### src/rtl/seg_pkg.sv
// Shared definitions for the seven-segment display link: receiver FSM states and the
// active-low hex segment table, bit order {g,f,e,d,c,b,a}.
package seg_pkg;

  typedef enum logic {StSeek1, StSeek2} rx_state_e;

  localparam logic [6:0] SEG_TABLE [16] = '{
    7'h40, 7'h79, 7'h24, 7'h30, 7'h19, 7'h12, 7'h02, 7'h78,
    7'h00, 7'h10, 7'h08, 7'h03, 7'h46, 7'h21, 7'h06, 7'h0E
  };

  function automatic logic [6:0] seg_encode(input logic [3:0] nibble);
    return SEG_TABLE[nibble];
  endfunction

endpackage

### src/rtl/seg7_inv_decode.sv
// Inverse seven-segment decode: maps an active-low segment pattern back to its hex nibble.
module seg7_inv_decode
  import seg_pkg::*;
(
  input  logic [6:0] seg,
  output logic [3:0] nibble,
  output logic       match
);

  always_comb begin
    nibble = '0;
    match  = 1'b0;
    for (int i = 0; i < 16; i++) begin
      if (seg == SEG_TABLE[i]) begin
        nibble = 4'(i);
        match  = 1'b1;
      end
    end
  end

endmodule

### src/rtl/seg_demux_rx.sv
// Recovers digit pairs from a multiplexed dual-digit seven-segment drive and presents
// them on a valid/ready interface with sticky error flags.
module seg_demux_rx
  import seg_pkg::*;
#(
  parameter int unsigned STABLE_CYCLES = 4
) (
  input  logic       clk,
  input  logic       reset,
  input  logic [6:0] seg,
  input  logic       anode1,
  input  logic       anode2,
  output logic [3:0] digit1,
  output logic [3:0] digit2,
  output logic       pair_valid,
  input  logic       pair_ready,
  output logic       bad_pattern,
  output logic       overrun,
  input  logic       clear_err
);

  localparam logic [6:0] SegIdle = 7'h7F;
  localparam logic [7:0] CntMax  = 8'(STABLE_CYCLES);
  localparam logic [7:0] CntHit  = 8'(STABLE_CYCLES - 2);

  logic [6:0] seg_s1, seg_s2;
  logic       an1_s1, an1_s2, an2_s1, an2_s2;
  logic [8:0] sample, sample_q;
  logic [7:0] cnt_q, cnt_d;
  logic       stable_hit;
  logic [3:0] dec_nibble;
  logic       dec_match;

  rx_state_e  state_q, state_d;
  logic [3:0] hold1_q, hold1_d;
  logic       pair_latch, bad_evt;
  logic [3:0] digit1_d, digit2_d;
  logic       pair_valid_d, bad_pattern_d, overrun_d;

  always_ff @(posedge clk or posedge reset) begin
    if (reset) begin
      seg_s1 <= SegIdle;
      seg_s2 <= SegIdle;
      an1_s1 <= 1'b1;
      an1_s2 <= 1'b1;
      an2_s1 <= 1'b1;
      an2_s2 <= 1'b1;
    end else begin
      seg_s1 <= seg;
      seg_s2 <= seg_s1;
      an1_s1 <= anode1;
      an1_s2 <= an1_s1;
      an2_s1 <= anode2;
      an2_s2 <= an2_s1;
    end
  end

  assign sample = {an1_s2, an2_s2, seg_s2};

  // Hit fires once per dwell: the counter passes STABLE_CYCLES-2 only on the way up.
  always_comb begin
    stable_hit = (sample == sample_q) && (cnt_q == CntHit);
    if (sample != sample_q) begin
      cnt_d = '0;
    end else if (cnt_q == CntMax) begin
      cnt_d = cnt_q;
    end else begin
      cnt_d = cnt_q + 8'd1;
    end
  end

  seg7_inv_decode u_dec (
    .seg    (seg_s2),
    .nibble (dec_nibble),
    .match  (dec_match)
  );

  always_comb begin
    state_d    = state_q;
    hold1_d    = hold1_q;
    pair_latch = 1'b0;
    bad_evt    = 1'b0;
    if (stable_hit) begin
      unique case ({an1_s2, an2_s2})
        2'b11: ;
        2'b00: begin
          bad_evt = 1'b1;
          state_d = StSeek1;
        end
        default: begin
          if (!dec_match) begin
            bad_evt = 1'b1;
            state_d = StSeek1;
          end else if (!an1_s2) begin
            hold1_d = dec_nibble;
            state_d = StSeek2;
          end else if (state_q == StSeek2) begin
            pair_latch = 1'b1;
            state_d    = StSeek1;
          end
        end
      endcase
    end
  end

  always_comb begin
    digit1_d     = digit1;
    digit2_d     = digit2;
    pair_valid_d = pair_valid;
    overrun_d    = clear_err ? 1'b0 : overrun;
    bad_pattern_d = bad_evt ? 1'b1 : (clear_err ? 1'b0 : bad_pattern);
    if (pair_latch) begin
      if (!pair_valid || pair_ready) begin
        digit1_d     = hold1_q;
        digit2_d     = dec_nibble;
        pair_valid_d = 1'b1;
      end else begin
        overrun_d = 1'b1;
      end
    end else if (pair_valid && pair_ready) begin
      pair_valid_d = 1'b0;
    end
  end

  always_ff @(posedge clk or posedge reset) begin
    if (reset) begin
      sample_q    <= {1'b1, 1'b1, SegIdle};
      cnt_q       <= '0;
      state_q     <= StSeek1;
      hold1_q     <= '0;
      digit1      <= '0;
      digit2      <= '0;
      pair_valid  <= 1'b0;
      bad_pattern <= 1'b0;
      overrun     <= 1'b0;
    end else begin
      sample_q    <= sample;
      cnt_q       <= cnt_d;
      state_q     <= state_d;
      hold1_q     <= hold1_d;
      digit1      <= digit1_d;
      digit2      <= digit2_d;
      pair_valid  <= pair_valid_d;
      bad_pattern <= bad_pattern_d;
      overrun     <= overrun_d;
    end
  end

endmodule

### config.mk
export PLATFORM = sky130hd
export DESIGN_NAME = seg_demux_rx
export DESIGN_NICKNAME = d
export VERILOG_FILES = /design/src/rtl/seg_pkg.sv /design/src/rtl/seg7_inv_decode.sv /design/src/rtl/seg_demux_rx.sv
export SDC_FILE = /design/constraint.sdc
export NUM_CORES = 1
export LEC_CHECK = 0
export BUFFER_PORTS_ARGS = -buffer_cell sky130_fd_sc_hd__buf_2
export CAP_MARGIN = 20
export CORE_MARGIN = 3
export CORE_UTILIZATION = 60
export CTS_BUF_LIST = sky130_fd_sc_hd__clkbuf_4 sky130_fd_sc_hd__clkbuf_8
export CTS_CLUSTER_DIAMETER = 30
export CTS_CLUSTER_SIZE = 16
export DETAILED_ROUTE_END_ITERATION = 6
export GPL_ROUTABILITY_DRIVEN = 0
export PLACE_DENSITY_LB_ADDON = 0.08
export RECOVER_POWER = 25
export SLEW_MARGIN = 20
export SYNTH_ARGS = -nofsm -noshare
export SYNTH_HDL_FRONTEND = slang
export SYNTH_SLANG_ARGS = --single-unit
### constraint.sdc
create_clock -name clk -period 3.1 [get_ports clk]
set_input_delay 0.31 -clock clk [delete_from_list [all_inputs] [get_ports clk]]
set_output_delay 0.31 -clock clk [all_outputs]
set_load 0.01 [all_outputs]
Word-level counts from Yosys, hierarchy flattened
Cells that the tools add are included.

Register bits after elaboration: 51. Input bits: 13. Word-level logic and storage cells: 106.

$add $sub $neg: 1. Eq/ne operators: 22. Muxes and demuxes: 52. Bitwise operators: 3. Reductions and logical operators: 13.

Operators by type and width (count): 1-bit two-way mux (34); 4-bit two-way mux (8); 7-bit == test, second input constant (4); 7-bit by 5-bit == test with 1-bit output, second input constant (3); 7-bit by 6-bit == test with 1-bit output, second input constant (3); 8-bit two-way mux (2); 7-bit by 2-bit == test with 1-bit output, second input constant (2); 7-bit by 4-bit == test with 1-bit output, second input constant (2); 3-bit two-way mux (4); 9-bit == test (1); 9-bit inequality test (1); 8-bit by 1-bit adder with 8-bit output, second input constant (1); 8-bit by 2-bit == test with 1-bit output, second input constant (1); 8-bit by 3-bit == test with 1-bit output, second input constant (1); 7-bit by 3-bit == test with 1-bit output, second input constant (1); 7-bit logical NOT (1); 2-bit AND reduction (3); 2-bit two-way mux (2); 1-bit case mux with 2 select lines (2); 4-bit AND reduction (1); 2-bit nonzero test (2); 1-bit inverter (3); 2-bit == test, second input constant (1); 1-bit logical AND (2); 6 further kinds (6).

Logic depth before layout (Yosys ltp)
Word-level depth: 22. Mapped depth: 8. Mapped depth without buffers: 6.

By module
Synthesis repeated with hierarchy kept, for this count alone.

Cell total of the unflattened synthesis: 190. Area, all modules: 2357.3 µm².

Modules (own cells, without submodules): seg_demux_rx (instances 1, cells each 137, area each 2010.7 µm², sequential area each 1310.0 µm²); seg7_inv_decode (instances 1, cells each 53, area each 346.6 µm², sequential area each 0.0 µm²).

Worst setup path after synthesis
Ideal clock, no wire load.

Kind: register to register. Start: register seg_s2[3]. End: register digit1[0]. Setup time: 0.125 ns. Data arrival time: 2.351 ns. Data required time: 2.975 ns. Path slack: 0.624 ns. Cell stages (with the launch flop): 9. Path buffers: 2. Period minus slack after synthesis: 2.476 ns. Cells stage by stage: dfstp_2 > buf_6 > xor2_1 > nor4_2 > nand3_2 > or2_0 > clkbuf_2 > nor4b_4 > mux2_2.

Longest elaborated chain between the ends: 21.

Ends and longest elaborated chain: start, declared (line seg_demux_rx.sv:26) `logic [6:0] seg_s1, seg_s2;`; start signal, assigned (line seg_demux_rx.sv:43) `seg_s2 <= SegIdle;`; start signal, assigned (line seg_demux_rx.sv:50) `seg_s2 <= seg_s1;`; 7-bit == test (line seg7_inv_decode.sv:14) `if (seg == SEG_TABLE[i]) begin`; 1-bit two-way mux (16 in series) (line seg7_inv_decode.sv:14); 1-bit two-way mux (line seg_demux_rx.sv:91) `if (!dec_match) begin`; 1-bit two-way mux (line seg_demux_rx.sv:84) `unique case ({an1_s2, an2_s2})`; 1-bit two-way mux (*) (line seg_demux_rx.sv:83) `if (stable_hit) begin`; 2-bit AND reduction (no source line) (*); end signal, assigned (line seg_demux_rx.sv:141) `digit1 <= digit1_d;`; end, declared (line seg_demux_rx.sv:13) `output logic [3:0] digit1,`.

Every way passes the cells marked *; elsewhere a longest branch is shown, timed or not. A chain may end at the register's enable or synchronous reset.

Worst setup path after layout
Start: register seg_s2[3]. End: register digit2[1].

Longest elaborated chain between the ends: 21.

Ends and longest elaborated chain: 7-bit == test (line seg7_inv_decode.sv:14); 1-bit two-way mux (16 in series) (line seg7_inv_decode.sv:14); 1-bit two-way mux (line seg_demux_rx.sv:91); 1-bit two-way mux (line seg_demux_rx.sv:84); 1-bit two-way mux (line seg_demux_rx.sv:83); 2-bit AND reduction (no source line); end signal, assigned (line seg_demux_rx.sv:142) `digit2 <= digit2_d;`; end, declared (line seg_demux_rx.sv:14) `output logic [3:0] digit2,`.

Parallel ways exist; a longest one is shown, timed or not.

==> results.sh <==
export IMPL_layout_commonest_cell="dfstp_2"
export IMPL_clkLatencyLatePin_ns=0.30
export IMPL_htreeDepth=2
export IMPL_antenna_found_initial=0
export IMPL_critPathKind="reg -> reg"
export IMPL_drt_iter0_drc=70
export IMPL_cts_sinks=51
export IMPL_ios=24
export IMPL_powerDensity_mw_per_mm2=470
export IMPL_final_cell_mix="27 x dfstp_2, 24 x dfrtp_1, 23 x buf_2"
export IMPL_startpoint_type="flop"
export IMPL_synth_area_mm2=0.00228
export IMPL_wl_per_cell_um=13.9
export IMPL_ys_ff_latch=51
export IMPL_via_per_inst=5.78
export IMPL_nets=235
export IMPL_hold_buffers=0
export IMPL_numCtsBuffers=5
export IMPL_crit_chain="xor2_1 -> nor4_2 -> nand3_2 -> or2_0 -> nor4b_4 -> mux2_2"
export IMPL_fp_dieW_um=67.6
export IMPL_final_core_util_pct=71.8
export IMPL_holdCritPathClass="in -> reg"
export IMPL_crit_path_end_kind="flop"
export IMPL_relSlewSlack_pct=-32.6
export IMPL_tightest_slew_ns=1.98
export IMPL_fin_crit_sh_pct=90.3
export IMPL_finalCriticalPeriod_ns=2.80
export IMPL_clk_path_buf_depth=2
export IMPL_syn_nets=215
export IMPL_die_h_um=67.6
export IMPL_drt_pass1_iterations=4
export IMPL_diodes=0
export IMPL_setup_viol=0
export IMPL_cts_repair_resize_count=0
export IMPL_routed_wl_um=3660
export IMPL_cpPeakStageDelay_ns=0.71
export IMPL_die_area_mm2=0.00458
export IMPL_grt_pass1_vias=1536
export IMPL_r2r_slack_ns=0.30
export IMPL_cp_slowest_cell="dfstp_2"
export IMPL_rsz0062_at_grt="false"
export IMPL_reg2reg_depth=6
export IMPL_r2r_end="digit2[1]$_DFFE_PP0P_"
export IMPL_grt_max_degree=52
export IMPL_violations="capacitance limit, slew limit"
export IMPL_grt_pass1_wl_um=6670
export IMPL_postSynthCellCount=196
export IMPL_whs_ns=0.100
export IMPL_max_cap_viol_count=1
export IMPL_skew_ns=0.00719
export IMPL_post_cts_buffers=0
export IMPL_overflow=0
export IMPL_status="complete, but fails checks"
export IMPL_reg2reg_from="seg_s2[3]$_DFF_PP1_"
export IMPL_area_growth_pct=9.99
export IMPL_place_hpwl_um=2550
export IMPL_hold_viol=0
export IMPL_startpoint="seg_s2[3]$_DFF_PP1_"
export IMPL_critPathArrivalTime_ns=2.98
export IMPL_fmax_mhz=357
export IMPL_ant_nets=0
export IMPL_tns_ns=0
export IMPL_start_util_pct=65.2
export IMPL_ir_worst_vdd_v=0.000329
export IMPL_numPortBuffers=23
export IMPL_core_area_mm2=0.00349
export IMPL_crit_fanout=18
export IMPL_crit_required_ns=3.28
export IMPL_cts_root_buffer="clkbuf_8"
export IMPL_synth_warnings=0
export IMPL_track_usage_pct=19.5
export IMPL_cts_tree="done"
export IMPL_seq_area_frac_synth_pct=57.5
export IMPL_row_count=21
export IMPL_syn_mean_instance_area_um2=11.6
export IMPL_synth_cell_types=43
export IMPL_drive_gt1_share_pct=34.1
export IMPL_drc_errors=0
export IMPL_endpoint="digit2[1]$_DFFE_PP0P_"
export IMPL_num_vias=1519
export IMPL_clk_pin_slew_worst_paths_ns=0.09
export IMPL_leakagePower_nw=1.12
export IMPL_drv_slew=52
[worst min-delay path by stage]
stage,from,depth (start not counted),endpoint,slack (ns)
after CTS,anode1,1,an1_s1$_DFF_PP1_,0.09
after detailed placement,an2_s1$_DFF_PP1_,0,an2_s2$_DFF_PP1_,0.35
final,seg[0],1,seg_s1[0]$_DFF_PP1_,0.10
after global routing,anode1,1,an1_s1$_DFF_PP1_,0.08
after floorplan,anode1,0,an1_s1$_DFF_PP1_,0.31
after global placement,seg_s1[6]$_DFF_PP1_,0,seg_s2[6]$_DFF_PP1_,0.35
[layout make-up]
class / count / area (um2)
clock buffers: 7 / 90.1
clock inverters: 1 / 8.76
fillers: 250 / 987
inverters: 9 / 35.0
multi-input cells: 126 / 891
flip-flops and latches: 51 / 1310
well taps: 46 / 57.6
repair buffers: 23 / 115
[per-stage QoR]
step                area, um2  instances  setup WS [ns]  total power, mW
global placement         2400        255          0.335            0.790
detailed placement       2400        255          0.225            0.794
floorplan                2280        196          0.624            0.775
finish                   2510        263          0.301             1.18
CTS                      2500        263          0.216             1.19
global route             2510        263         0.0263             1.23
[cell usage after synthesis]
library cell	n	area share [%]
dfstp_2	27	31
dfrtp_1	24	26
nor2_1	19	3.1
mux2_2	11	5.4
xor2_1	11	4.2
nand2_1	10	1.6
nand3_1	10	2.2
inv_1	9	1.5
nor3_1	7	1.5
ha_1	6	3.3
o21ai_0	6	1.3
clkbuf_1	5	0.82
a21oi_1	3	0.66
a22oi_1	3	0.99
buf_2	3	0.66
nor3b_1	3	0.99
o22ai_1	3	0.82
or3_1	3	0.82
xnor2_1	3	1.2
a31oi_1	2	0.55
and3_1	2	0.55
mux2i_1	2	0.88
nand4b_1	2	0.77
nor2b_1	2	0.55
o31ai_1	2	0.66
a211o_1	1	0.38
a211oi_1	1	0.33
a22o_1	1	0.38
a32oi_1	1	0.38
and3b_1	1	0.38
and4_1	1	0.38
buf_6	1	0.49
clkbuf_2	1	0.22
nand2b_1	1	0.27
nand3_2	1	0.44
nand3b_1	1	0.33
nor4_2	1	0.55
nor4b_1	1	0.38
nor4b_4	1	1.0
nor4bb_1	1	0.44
o41ai_1	1	0.38
or2_0	1	0.27
or4_1	1	0.33
[sequential cells by signal, indices dropped and copies added, names as in the netlist]
register and cells:
hold1_q 4, sample_q 9, an2_s1 1, an2_s2 1
bad_pattern 1, pair_valid 1, seg_s1 7, state_q 1
an1_s2 1, seg_s2 7, digit2 4, digit1 4
an1_s1 1, overrun 1, cnt_q 8
[critical path, delay by kind of cell, from the launching register on]
family        cells  cell delay, ns
flops             1            0.71
simple gates      4            1.45
xor+xnor          1            0.13
mux               1            0.40
[layer usage]
layer  GRT usage [%]  part of all wire, %
met1            23.7                   42
met2            32.1                   50
met3            5.32                  6.1
met4            8.86                  1.9
met5               0                    0
[cell families after synthesis]
logic type / count (synthesis) / synth area share [%]
AOI/OAI and AO/OA: 24 / 6.86
DFF: 51 / 57.5
adders and majority gates: 6 / 3.29
muxes: 13 / 6.31
buffers and inverters: 19 / 3.68
and+or+nand+nor: 69 / 17.0
xor gates and xnor gates: 14 / 5.38
[where the power goes]
group,switching (mW),leakage [nW],internal (mW),total (mW)
logic,0.0335,0.450,0.0247,0.0582
registers,0.0265,0.619,0.698,0.725
clock network,0.204,0.0519,0.192,0.396
Note: power is estimated with default switching activity, not from simulation.
